==> src/rtl/ps2_key_event.sv <==
// ps2_key_event
//   Turns a stream of PS/2 set-2 scancode bytes into key events
//   {ext, release, code} and queues them in a show-ahead FIFO.
//   Prefix bytes (E0, F0), the eight-byte Pause sequence and keyboard
//   housekeeping replies are absorbed by the parser. Optionally,
//   typematic repeat makes of the held key are suppressed.
//
// Parameters
//   DEPTH           event FIFO depth (power of two, 2..16)
//   SUPPRESS_REPEAT 1 drops typematic repeat makes
//
// Ports
//   clk        in   single clock, rising edge
//   reset      in   asynchronous active-low reset
//   scancode   in   received PS/2 byte, valid while flag is high
//   flag       in   one-cycle strobe per received byte
//   ev_ready   in   consumer pop request
//   ev_valid   out  FIFO non-empty
//   ev_code    out  head event key code
//   ev_ext     out  head event carried an E0 prefix
//   ev_release out  head event is a break
//   count      out  FIFO occupancy (0..DEPTH)
//   overflow   out  sticky, an event was dropped on a full FIFO
module ps2_key_event #(
  parameter int DEPTH           = 4,
  parameter bit SUPPRESS_REPEAT = 1'b1
) (
  input  logic                     clk,
  input  logic                     reset,
  input  logic [7:0]               scancode,
  input  logic                     flag,
  input  logic                     ev_ready,
  output logic                     ev_valid,
  output logic [7:0]               ev_code,
  output logic                     ev_ext,
  output logic                     ev_release,
  output logic [$clog2(DEPTH):0]   count,
  output logic                     overflow
);

  localparam int AW = $clog2(DEPTH);
  localparam int CW = AW + 1;
  localparam logic [CW-1:0] FULL_CNT = CW'(DEPTH);

  typedef enum logic [2:0] {
    IDLE     = 3'd0,
    GOT_E0   = 3'd1,
    GOT_F0   = 3'd2,
    GOT_E0F0 = 3'd3,
    PAUSE    = 3'd4
  } state_t;

  // Keyboard replies and error codes that never describe a key.
  function automatic logic is_noise(input logic [7:0] b);
    return (b == 8'hAA) || (b == 8'hFA) || (b == 8'hEE) ||
           (b == 8'hFE) || (b == 8'h00) || (b == 8'hFF);
  endfunction

  state_t      state_r;
  logic [2:0]  skip_r;
  logic        hv_r;
  logic        hext_r;
  logic [7:0]  hcode_r;
  logic        pend_v_r;
  logic        pend_ext_r;
  logic        pend_rel_r;
  logic [7:0]  pend_code_r;

  state_t      next_state_s;
  logic [2:0]  next_skip_s;
  logic        cand_v_s;
  logic        cand_ext_s;
  logic        cand_rel_s;
  logic        cand_pause_s;
  logic [7:0]  cand_code_s;
  logic        match_s;
  logic        emit_s;

  logic [9:0]    mem_r [DEPTH];
  logic [AW-1:0] rd_r;
  logic [AW-1:0] wr_r;
  logic [AW-1:0] next_rd_s;
  logic [CW-1:0] next_count_s;
  logic [9:0]    next_head_s;
  logic [9:0]    pend_word_s;
  logic          pop_s;
  logic          full_s;
  logic          push_s;
  logic          drop_s;

  // Byte decode: next parser state and the candidate event for this byte.
  always_comb begin
    next_state_s = state_r;
    next_skip_s  = skip_r;
    cand_v_s     = 1'b0;
    cand_ext_s   = 1'b0;
    cand_rel_s   = 1'b0;
    cand_pause_s = 1'b0;
    cand_code_s  = scancode;
    case (state_r)
      IDLE: begin
        if (scancode == 8'hE0) begin
          next_state_s = GOT_E0;
        end else if (scancode == 8'hF0) begin
          next_state_s = GOT_F0;
        end else if (scancode == 8'hE1) begin
          next_state_s = PAUSE;
          next_skip_s  = 3'd0;
        end else if (is_noise(scancode)) begin
          next_state_s = IDLE;
        end else begin
          cand_v_s = 1'b1;
        end
      end
      GOT_E0: begin
        if (scancode == 8'hF0) begin
          next_state_s = GOT_E0F0;
        end else if (scancode == 8'hE0) begin
          next_state_s = GOT_E0;
        end else begin
          cand_v_s     = 1'b1;
          cand_ext_s   = 1'b1;
          next_state_s = IDLE;
        end
      end
      GOT_F0: begin
        if (scancode == 8'hF0) begin
          next_state_s = GOT_F0;
        end else if (scancode == 8'hE0) begin
          next_state_s = GOT_E0;
        end else begin
          cand_v_s     = 1'b1;
          cand_rel_s   = 1'b1;
          next_state_s = IDLE;
        end
      end
      GOT_E0F0: begin
        if ((scancode == 8'hE0) || (scancode == 8'hF0)) begin
          next_state_s = GOT_E0F0;
        end else begin
          cand_v_s     = 1'b1;
          cand_ext_s   = 1'b1;
          cand_rel_s   = 1'b1;
          next_state_s = IDLE;
        end
      end
      PAUSE: begin
        // The seven bytes after E1 are swallowed; the last one reports Pause.
        if (skip_r == 3'd6) begin
          cand_v_s     = 1'b1;
          cand_pause_s = 1'b1;
          cand_code_s  = 8'hE1;
          next_skip_s  = 3'd0;
          next_state_s = IDLE;
        end else begin
          next_skip_s = skip_r + 3'd1;
        end
      end
      default: begin
        next_state_s = IDLE;
        next_skip_s  = 3'd0;
      end
    endcase
  end

  // Repeat filter: a make of the currently held key is a typematic repeat.
  // Pause has no break code, so it bypasses the held-key tracking.
  always_comb begin
    match_s = hv_r && (hext_r == cand_ext_s) && (hcode_r == cand_code_s);
    if (SUPPRESS_REPEAT && !cand_rel_s && !cand_pause_s && match_s) begin
      emit_s = 1'b0;
    end else begin
      emit_s = cand_v_s;
    end
  end

  // Parser FSM, held-key register and the one-deep pending write stage.
  always_ff @(posedge clk or negedge reset) begin
    if (!reset) begin
      state_r     <= IDLE;
      skip_r      <= 3'd0;
      hv_r        <= 1'b0;
      hext_r      <= 1'b0;
      hcode_r     <= 8'h00;
      pend_v_r    <= 1'b0;
      pend_ext_r  <= 1'b0;
      pend_rel_r  <= 1'b0;
      pend_code_r <= 8'h00;
    end else begin
      // Flags are at least two cycles apart, so the pending stage always
      // drains into the FIFO before it can be reloaded.
      pend_v_r <= flag && emit_s;
      if (flag) begin
        state_r     <= next_state_s;
        skip_r      <= next_skip_s;
        pend_ext_r  <= cand_ext_s;
        pend_rel_r  <= cand_rel_s;
        pend_code_r <= cand_code_s;
        if (SUPPRESS_REPEAT && emit_s && !cand_pause_s) begin
          if (!cand_rel_s) begin
            hv_r    <= 1'b1;
            hext_r  <= cand_ext_s;
            hcode_r <= cand_code_s;
          end else if (match_s) begin
            hv_r <= 1'b0;
          end
        end
      end
    end
  end

  // FIFO control: push/pop decisions and the next show-ahead head word.
  always_comb begin
    pend_word_s = {pend_ext_r, pend_rel_r, pend_code_r};
    pop_s       = ev_valid && ev_ready;
    full_s      = (count == FULL_CNT);
    push_s      = pend_v_r && (!full_s || pop_s);
    drop_s      = pend_v_r && full_s && !pop_s;
    if (pop_s) begin
      next_rd_s = rd_r + AW'(1);
    end else begin
      next_rd_s = rd_r;
    end
    case ({push_s, pop_s})
      2'b10:   next_count_s = count + CW'(1);
      2'b01:   next_count_s = count - CW'(1);
      default: next_count_s = count;
    endcase
    // An entry written this edge into the next head slot is not in mem_r yet.
    if (push_s && (wr_r == next_rd_s)) begin
      next_head_s = pend_word_s;
    end else begin
      next_head_s = mem_r[next_rd_s];
    end
  end

  // FIFO storage; contents only matter once counted as occupied.
  always_ff @(posedge clk) begin
    if (push_s) begin
      mem_r[wr_r] <= pend_word_s;
    end
  end

  // FIFO pointers, occupancy, registered head outputs and sticky overflow.
  always_ff @(posedge clk or negedge reset) begin
    if (!reset) begin
      rd_r       <= '0;
      wr_r       <= '0;
      count      <= '0;
      ev_valid   <= 1'b0;
      ev_ext     <= 1'b0;
      ev_release <= 1'b0;
      ev_code    <= 8'h00;
      overflow   <= 1'b0;
    end else begin
      rd_r  <= next_rd_s;
      wr_r  <= push_s ? (wr_r + AW'(1)) : wr_r;
      count <= next_count_s;
      ev_valid <= (next_count_s != '0);
      {ev_ext, ev_release, ev_code} <= next_head_s;
      if (drop_s) begin
        overflow <= 1'b1;
      end else begin
        overflow <= overflow;
      end
    end
  end

endmodule

==> config.mk <==
export PLATFORM = sky130hd
export DESIGN_NAME = ps2_key_event
export DESIGN_NICKNAME = d
export VERILOG_FILES = /design/src/rtl/ps2_key_event.sv
export SDC_FILE = /design/constraint.sdc
export NUM_CORES = 1
export LEC_CHECK = 0
export CAP_MARGIN = 10
export CORE_AREA = 2 2 135 71
export CTS_CLUSTER_DIAMETER = 40
export DETAILED_ROUTE_END_ITERATION = 12
export DIE_AREA = 0 0 137 73
export PLACE_DENSITY = 0.73
export REMOVE_ABC_BUFFERS = 1
export SLEW_MARGIN = 10
export SYNTH_ARGS = -nofsm -noshare
export SYNTH_HDL_FRONTEND = slang
export SYNTH_SLANG_ARGS = --single-unit
==> constraint.sdc <==
create_clock -name clk -period 2.86 [get_ports clk]
set_input_delay 0.572 -clock clk [delete_from_list [all_inputs] [get_ports clk]]
set_output_delay 0.572 -clock clk [all_outputs]
set_load 0.02 [all_outputs]
==> results by group, run 1 <==
Run status
  • Status: finished, final reports clean

Clock tree
  • CTS sink cnt: 86
  • H-Tree Depth: 3
  • CTS Hold Bufs: 0
  • Worst-path clk slew: 0.07 ns
  • Clock Path Buffers: 2
  • Root buf cell: clkbuf_16
  • CTS tree: built
  • Num CTS Buffers: 9
  • Worst-Skew Late Latency: 0.34 ns
  • Post-CTS setup buffers: 0
  • CTS resizes: 0

Critical path
  • Slowest cell on crit path: clkdlybuf4s50_1
  • Crit Path Max Fanout: 2
  • Slowest cell delay on critical path: 0.40 ns
  • Critical path cell sequence: clkdlybuf4s50_1 > and2_1 > nor2_1 > nand3_1 > and2_1 > inv_1 > ha_1 > inv_1 > fa_1 > xor2_1 > nor2_1 > xor2_1 > or3_1
  • CP Launch Type: input port
  • Reg2reg start: ev_valid
  • FF-to-FF setup slack: 0.44 ns
  • CP required: 3.08 ns
  • Worst Path Buf+Inv: 3
  • Reg2reg end: ev_valid
  • Reg2reg path depth: 12
  • Top delay family on crit path: simple AND/OR/NAND/NOR gates
  • Critical path class: in -> reg
  • Critical path capture point type: flop
  • Crit path arrival time: 2.88 ns

Floorplanning
  • Core ar.: 9009 um^2
  • Starting Density: 42.96%
  • # IOs: 27
  • Die Width: 137 um
  • Std-Cell Rows: 25
  • Die Height: 73 um
  • Area of the die: 10000 um^2

Routing
  • Antenna viol nets, final: 0
  • Vias per inst: 5.153
  • DRT Pass-1 Iters: 4
  • DRC: 0
  • Initial DRC Count: 106
  • Drt total wl: 7.374 mm
  • Routed len/inst: 16.14 um
  • Vias: 2355

Logic synthesis
  • Cells after synthesis: 282
  • Synth cell count leaders: 46 x dfrtp_1, 40 x edfxtp_1, 21 x mux2_2
  • Register area share after synthesis: 60.78%
  • Top_reg_cell synth: dfrtp_1
  • Synth area leader: edfxtp_1
  • Ranking of synthesized cells by area: edfxtp_1 31%, dfrtp_1 30%, mux2_2 6.1%, mux4_2 5.8%, xnor2_1 2.3%
  • Most frequent cell after synthesis: dfrtp_1
  • Synthesized cell area: 3870 um^2
  • Fraction of registers with async set or reset after synthesis: 53.49%
  • Flops & latches, synth: 86
  • Syn_area_per_cell: 13.72 um^2
  • Warning count from the yosys run: 0
  • Post-synth EDFFs: 40
  • Top cell type's share of synthesized area: 31.04%
  • Cell variety after synth: 54

STA
  • Final hold vios: 0
  • Pins Over Slew Limit: 0
  • Min Tclk post-route: 2.662 ns
  • Tcrit/Tclk final: 93.09%
  • Final setup violation count: 0
  • Unrepaired setup endpoints after global routing: false
  • Worst-Margin Slew: 0.5798 ns
  • Max Clock Skew: 0.009622 ns
  • Relative slew slack: 61.35%
  • Fmax: 0.3756 GHz
  • Setup TNS: 0 ns

GRT
  • Gr usage total: 17.19%
  • Initial antenna violation count: 0
  • Vias in the first global route: 2314
  • Gr ovfl total: 0
  • First-pass GRT wire length: 12.48 mm
  • Largest net degree at the start of global routing: 36

Cells and area
  • Area grow syn2layout: 22.53%
  • Fillers: 752
  • Share of post-route cells with drive strength above 1: 25.60%
  • Fin area: 4742 um^2
  • Final #Nets: 349
  • Finished Layout Cells: 457
  • Ant diodes: 0

Flow run
  • Max-cap violation count: 0

Pwr
  • Leak pwr: 0.001840 uW
  • PwrDens: 1003 nW/um^2
  • Maximum VDD drop: 0.0005139 V
  • Total power: 4758 uW

Hold path
  • Hold Crit Class: in -> async

Placement
  • Final HPWL DP: 5.219 mm
  • DP Area: 4424 um^2
  • Placed cells: 441
  • Final GP Congestion: 0.8768
  • Port bufs: 26
==> worst max path at each step <==
stage,slack (ns),cells past startpoint,from,endpoint
6_report,0.20,13,ev_ready,ev_valid
4_1_cts,0.19,13,ev_ready,ev_valid
2_1_floorplan,0.08,4,ev_ready,ev_code[0]
3_3_place_gp,-0.08,13,ev_ready,ev_valid
3_5_place_dp,-0.15,13,ev_ready,ev_valid
5_1_grt,0.01,13,ev_ready,ev_valid
==> area by class of cell <==
cell class,instances,area (um^2),area share [%]
Clock buffer,11,254.0,5.356
Clock inverter,5,63.81,1.346
Inverter,19,71.32,1.504
Multi-Input combinational cell,162,1379,29.08
Sequential cell,86,2352,49.60
Tap cell,121,151.4,3.193
Timing Repair Buffer,53,470.5,9.921
==> cell usage in the layout, fill, tap and decap left out, drive strengths merged, types with 6 or more instances in the layout <==
cell type / instances
mux2: 21
nor2: 18
nand3: 12
mux4: 10
nand2: 9
o21ai: 16
clkbuf: 11
a21oi: 7
and3: 6
inv: 21
xnor2: 10
dfrtp: 46
buf: 28
clkdlybuf4s50: 25
edfxtp: 40
==> worst register-to-register path, cell delays in order (launching register included) <==
cell	delay [ns]
dfrtp_1	0.38
and2_1	0.18
nor2_1	0.15
nand3_1	0.11
and2_1	0.18
inv_1	0.06
ha_1	0.16
inv_1	0.05
fa_1	0.36
xor2_1	0.15
nor2_1	0.06
xor2_1	0.15
or3_1	0.31
==> metal layers <==
layer  wire [um]  GRT usage [%]  vias up
met5           0              0        -
met4          80          6.529        0
met3         403          5.417        9
met2        2973          23.33       53
met1        3917          25.64     1152
li1            -              -     1141
==> state kept, by name, indices dropped and copies added, names as in the netlist, 3 cells and up <==
signal,count
mem_r,40
ev_code,8
hcode_r,8
pend_code_r,8
count,3
skip_r,3
state_r,3
==> kinds of logic (layout without fill, tap and decap cells) <==
logic type	after synthesis	count (layout)	share of synthesized area, %
xor+xnor	14	14	3.168
fa+ha+maj	6	6	2.134
buf+inv	34	88	3.783
simple gates	63	63	8.827
flops	86	86	60.78
mux	32	32	12.19
compound gates	47	47	9.118
==> report_power, final <==
group          switching [uW]  internal (uW)  leakage (uW)
clock                     476            737      0.000152
combinational             802            893      0.000773
sequential                187           1660      0.000915
==> stage by stage <==
step / hold slack [ns] / util, % / worst slack (ns)
floorplan: 0.2764 / - / 0.08205
global placement: 0.4717 / 49.11 / -0.07831
detailed placement: 0.4649 / 49.11 / -0.1507
CTS: 0.1017 / 52.64 / 0.1905
global route: 0.1101 / 52.64 / 0.01056
finish: 0.1012 / 52.64 / 0.1976
(Power assumes the default switching activity.)
==> run 2: changes to the inputs <==
==> constraint.sdc (replaced) <==
create_clock -name clk -period 3.4 [get_ports clk]
set_input_delay 0.68 -clock clk [delete_from_list [all_inputs] [get_ports clk]]
set_output_delay 0.68 -clock clk [all_outputs]
set_load 0.02 [all_outputs]
==> run 2 against run 1 <==
First-iteration DRC count is 6.6% higher. Total power is 18% lower. Largest power group unchanged. Register-to-register slack better by 0.32 ns. Worst hold slack better by 0.38 ns. Critical endpoint unchanged. Critical path depth stayed put. Non-clock buffer count is 21 lower. Sequential power is 16% lower. Die area stayed put. Sequential share of layout area is 2.1 points higher.
==> results by group, run 2 (same netlist as run 1, synthesis figures left out) <==
Clock tree
  • Worst-Skew Late Latency: 0.34 ns
  • CTS tree: built
  • Post-CTS setup buffers: 0
  • H-Tree Depth: 3
  • CTS Hold Bufs: 0
  • CTS resizes: 0
  • Worst-path clk slew: 0.06 ns
  • Num CTS Buffers: 9
  • Root buf cell: clkbuf_16
  • CTS sink cnt: 86
  • Clock Path Buffers: 2

STA
  • Worst-Margin Slew: 1.062 ns
  • Pins Over Slew Limit: 0
  • Setup TNS: 0 ns
  • Fmax: 0.3453 GHz
  • Final setup violation count: 0
  • Min Tclk post-route: 2.896 ns
  • Final Hold Slack: 0.4765 ns
  • Max Clock Skew: 0.006761 ns
  • Tcrit/Tclk final: 85.17%
  • Relative slew slack: 29.20%
  • Unrepaired setup endpoints after global routing: false
  • Final hold vios: 0

Cells and area
  • Most common cell after layout, fill and taps aside: dfrtp_1
  • Most frequent cells in the layout: 46 x dfrtp_1, 40 x edfxtp_1, 25 x clkdlybuf4s50_1, 21 x mux2_2, 19 x inv_1
  • Most flop-heavy register: mem_r
  • Area grow syn2layout: 17.59%
  • Ant diodes: 0
  • Share of post-route cells with drive strength above 1: 20.32%
  • Largest register FFs: 40
  • Final #Nets: 328

Routing
  • DRT Pass-1 Iters: 4
  • Metal3 WL: 495 um
  • Routed metal-1 wire length: 3.530 mm
  • Met2 WL post-DR: 3.211 mm
  • Vias per inst: 5.259
  • Initial DRC Count: 113
  • Routed len/inst: 16.79 um
  • DRC: 0
  • Drt total wl: 7.319 mm
  • Antenna viol nets, final: 0
  • Top Metal Used: met4
  • Vias: 2293

Floorplanning
  • Starting Density: 42.96%
  • Core ar.: 9009 um^2
  • Die Height: 73 um
  • Area of the die: 10000 um^2
  • Std-Cell Rows: 25
  • # IOs: 27
  • Die Width: 137 um

Pwr
  • Maximum VDD drop: 0.0004488 V
  • PwrDens: 852.8 nW/um^2
  • Leak pwr: 0.001726 uW

GRT
  • First-pass GRT wire length: 12.25 mm
  • Gr usage total: 16.85%
  • Largest net degree at the start of global routing: 47
  • Gr ovfl total: 0
  • Initial antenna violation count: 0
  • Vias in the first global route: 2326

Critical path
  • Crit path arrival time: 3.11 ns
  • Crit Path Max Fanout: 5
  • Critical path capture point type: flop
  • Critical path class: in -> reg
  • CP Launch Type: input port
  • CP required: 3.62 ns

Placement
  • Port bufs: 26
  • Final GP Congestion: 0.7898
  • Final HPWL DP: 5.096 mm

Flow run
  • Max-cap violation count: 0

Run status
  • Status: finished, final reports clean

Hold path
  • Hold Crit Class: reg -> reg
run 2: cell types whose count changed in the layout (fill, tap and decap cells not counted), sizes merged:
cell    before  now
buf         28    7
clkinv       1    3
clkbuf      11    9
run 2: layer usage:
layer  GRT usage, %  up-vias
met1          23.25     1125
met4          6.415        0
li1               -     1099
met3          5.069        9
met5              0        -
met2          25.32       60
run 2: worst paths after layout:
kind | from | to | slack [ns] | depth (start not counted)
max | ev_ready | ev_valid | 0.50 | 13
min | overflow | overflow | 0.48 | 1
max reg2reg | state_r[1] | hcode_r[1] | 0.76 | 6
min reg2reg | overflow | overflow | 0.48 | 1
max in group asynchronous | reset | hcode_r[2] | 2.21 | 1
min in group asynchronous | reset | ev_code[1] | 0.52 | 1
run 2: cell type report:
class,instances,area [um^2]
clock buffer,9,225.2
multi-input combinational,162,1379
tap,121,151.4
inverter,19,71.32
sequential,86,2352
clock inverter,7,71.32
fill,772,4458
timing repair buffer,32,300.3
run 2: through the flow:
step           std cells  instance area, um^2  utilization, %  power [uW]  worst slack, ns
3_5_place_dp         420                 4254           47.22        2948           0.1688
5_1_grt              436                 4551           50.51        4115           0.3229
2_1_floorplan        267                 3795               -        2481           0.5140
3_3_place_gp         420                 4254           47.22        2888           0.1395
4_1_cts              436                 4551           50.51        3926           0.5215
6_report             436                 4551           50.51        3881           0.5041
run 2: report_power, final:
part / internal (uW) / switching, uW
sequential: 1400 / 158
combinational: 694 / 657
clock: 570 / 401
run 2: critical path: stages:
cell and delay, ns:
clkdlybuf4s50_1 0.40, and2_1 0.20, nor2_1 0.16, nand3_1 0.16, and2_1 0.20, inv_1 0.05, ha_1 0.17, inv_1 0.06
fa_1 0.37, xor2_1 0.14, nor2_1 0.06, xor2_1 0.15, or3_1 0.30
==> variant (settings of run 1) <==
Change the parameter `DEPTH` from 4 to 2.
--- a/src/rtl/ps2_key_event.sv
+++ b/src/rtl/ps2_key_event.sv
@@ -24,3 +24,3 @@
 module ps2_key_event #(
-  parameter int DEPTH           = 4,
+  parameter int DEPTH           = 2,
   parameter bit SUPPRESS_REPEAT = 1'b1
Interface: changed (resized count); port bits go from 27 to 26. The function was not compared with the original's and may differ.
==> variant against run 1 <==
- clock skew down 5.1 ps
- die area unchanged
- cell area down 22%
- maximum frequency up 3.6%
- combinational power down 22%
- total power down 16%
- worst setup slack better by 93 ps
- area after synthesis down 26%
- wire length down 15%
- register-to-register slack better by 100 ps
- first-iteration DRC count up 25%
- count of clock-buffer cells in the layout down 2
- sequential cell count down 23
- critical endpoint is now hcode_r[6]$_DFFE_PN0P_
- largest power group unchanged
- highest routed layer unchanged
==> variant: results (changes against run 1) <==
- Status: finished, final reports clean
- Clock Pin Slew Worst Setup and Hold Paths: 50 ps (-20 ps)
- EDFF count, synth: 20 (-50%)
- Root Driver: clkbuf_16
- Final Non-Filler Cells: 425 (-7.0%)
- Post-synth top cells: 43 x dfrtp_1, 25 x nor2_1, 22 x a21oi_1, 20 x edfxtp_1
- Worst r2r src: skip_r[0]$_DFFE_PN0P_
- Vias in the first global route: 2,045 (-12%)
- Slew of the pin with the lowest slew margin: 962.5 ps (+382.7 ps)
- First-pass GRT wire length: 10,420 µm (-17%)
- Placement Cell Area: 3379 µm² (-24%)
- VDD IR max: 0.4355 mV (-15%)
- Top cells by area, synth: dfrtp_1 37%, edfxtp_1 21%, mux2i_1 4.2%, a21oi_1 3.8%, nor2_1 3.3%
- Syn Inst Count: 255 (-9.6%)
- Largest net degree at the start of global routing: 44 (+22%)
- Critical path data arrival time: 2780 ps (-100 ps)
- Leak Pwr: 1.567 nW (-15%)
- First element of the critical path: scancode[7]
- Layout Nets: 311 (-11%)
- Clock Latency Late Sink: about 330 ps
- Postcts setup bufs: 0 (unchanged)
- PortBufs: 25 (-3.8%)
- Asr flop ratio synth: 68.25% (+15 points)
- CTS Buf Count: 9 (unchanged)
- Clock buffer depth: 2 (unchanged)
- Post-cts gate resize count: 0 (unchanged)
- R2r setup slk: 540 ps (+100 ps)
- CP max FO: 8 (+6)
- Largest Register: mem_r
- Hold Path Class: in -> async
- # diodes: 0 (unchanged)
- Clk_skew: 4.506 ps (-5.116 ps)
- Fraction of layout cells with a size suffix above 1: 16.12% (-9.5 points)
- Grt met3 use: 4.722% (-0.69 points)
- Register area share after synthesis: 58.21% (-2.6 points)
- Sw power: 1.264 mW (-14%)
- Cell Count Post-Placement: 409 (-7.3%)
- Met2 Use GR: 19.35% (-4.0 points)
- M1 GR Usage: 19.68% (-6.0 points)
- Routability cong.: 0.8639 (-1.5%)
- Filler cell count: 842 (+12%)
- Total Routing Usage GR: 13.87% (-3.3 points)
- Max reg flops: 20 (-50%)
- Aggregate routed wire length: 6249 µm (-15%)
- Initial DRT Pass Iterations: 4 (unchanged)
- Avg Vias per Cell: 4.871 (-5.5%)
- Number of library cell types mapped by synthesis: 47 (-13%)
- Starting DRC count in detailed routing: 132 (+25%)
- Final HPWL DP: 4424 µm (-15%)
variant: power by group through the flow:
| stage | logic (mW) | clock network (mW) | registers [mW] |
|---|---|---|---|
| 4_1_cts | 1.34 | 1.25 | 1.43 |
| 3_3_place_gp | 1.30 | 0 | 1.43 |
| 5_1_grt | 1.45 | 1.29 | 1.47 |
| 6_report | 1.33 | 1.22 | 1.43 |
| 3_5_place_dp | 1.34 | 0 | 1.44 |
| 2_1_floorplan | 0.704 | 0 | 1.52 |
variant: final timing paths:
kind,to,cells past startpoint
min in group clk,mem_r[1][9]$_DFFE_PP_,0
max in group asynchronous,overflow$_DFFE_PN0P_,1
max,hcode_r[6]$_DFFE_PN0P_,8
max reg2reg,hcode_r[6]$_DFFE_PN0P_,7
min reg2reg,mem_r[1][9]$_DFFE_PP_,0
min,ev_code[0]$_DFF_PN0_,1
variant: cells by family after synthesis:
group	Yosys count	share of synthesized area [%]
and+or+nand+nor	76	13.60
DFF	63	58.21
AOI/OAI and AO/OA	59	13.08
buffers and inverters	28	4.300
muxes	20	8.080
xor gates and xnor gates	9	2.737
variant: routing by layer:
layer | part of all wire (%) | up-vias
met5 | 0 | -
met3 | 5.1 | 6
met2 | 42 | 47
met1 | 52 | 1005
li1 | - | 1012
met4 | 1.1 | 0
variant: critical path, cell delays in order:
cell	delay, ps
clkdlybuf4s50_1	490
and3_1	250
a21oi_1	330
nand2_1	140
a211o_1	350
a31oi_4	180
buf_12	160
mux2_4	300
variant: metrics by stage:
step | setup slack, ps | util, % | TNS [ps] | hold slack [ps]
after floorplan | 319.0 | - | 0 | 276.4
after global placement | 71.56 | 37.51 | 0 | 463.8
after detailed placement | -2.428 | 37.51 | -5.583 | 490.0
after CTS | 340.7 | 41.25 | 0 | 431.1
after global routing | 214.4 | 41.25 | 0 | 499.4
final | 290.7 | 41.25 | 0 | 399.6
variant: layout make-up:
class / count / area [µm²] / area share, %
Tap cell: 121 / 151.4 / 4.074
Timing Repair Buffer: 46 / 415.4 / 11.18
Inverter: 15 / 56.30 / 1.515
Sequential cell: 63 / 1677 / 45.12
Clock inverter: 7 / 111.4 / 2.997
Multi-Input combinational cell: 164 / 1080 / 29.06
Clock buffer: 9 / 225.2 / 6.061
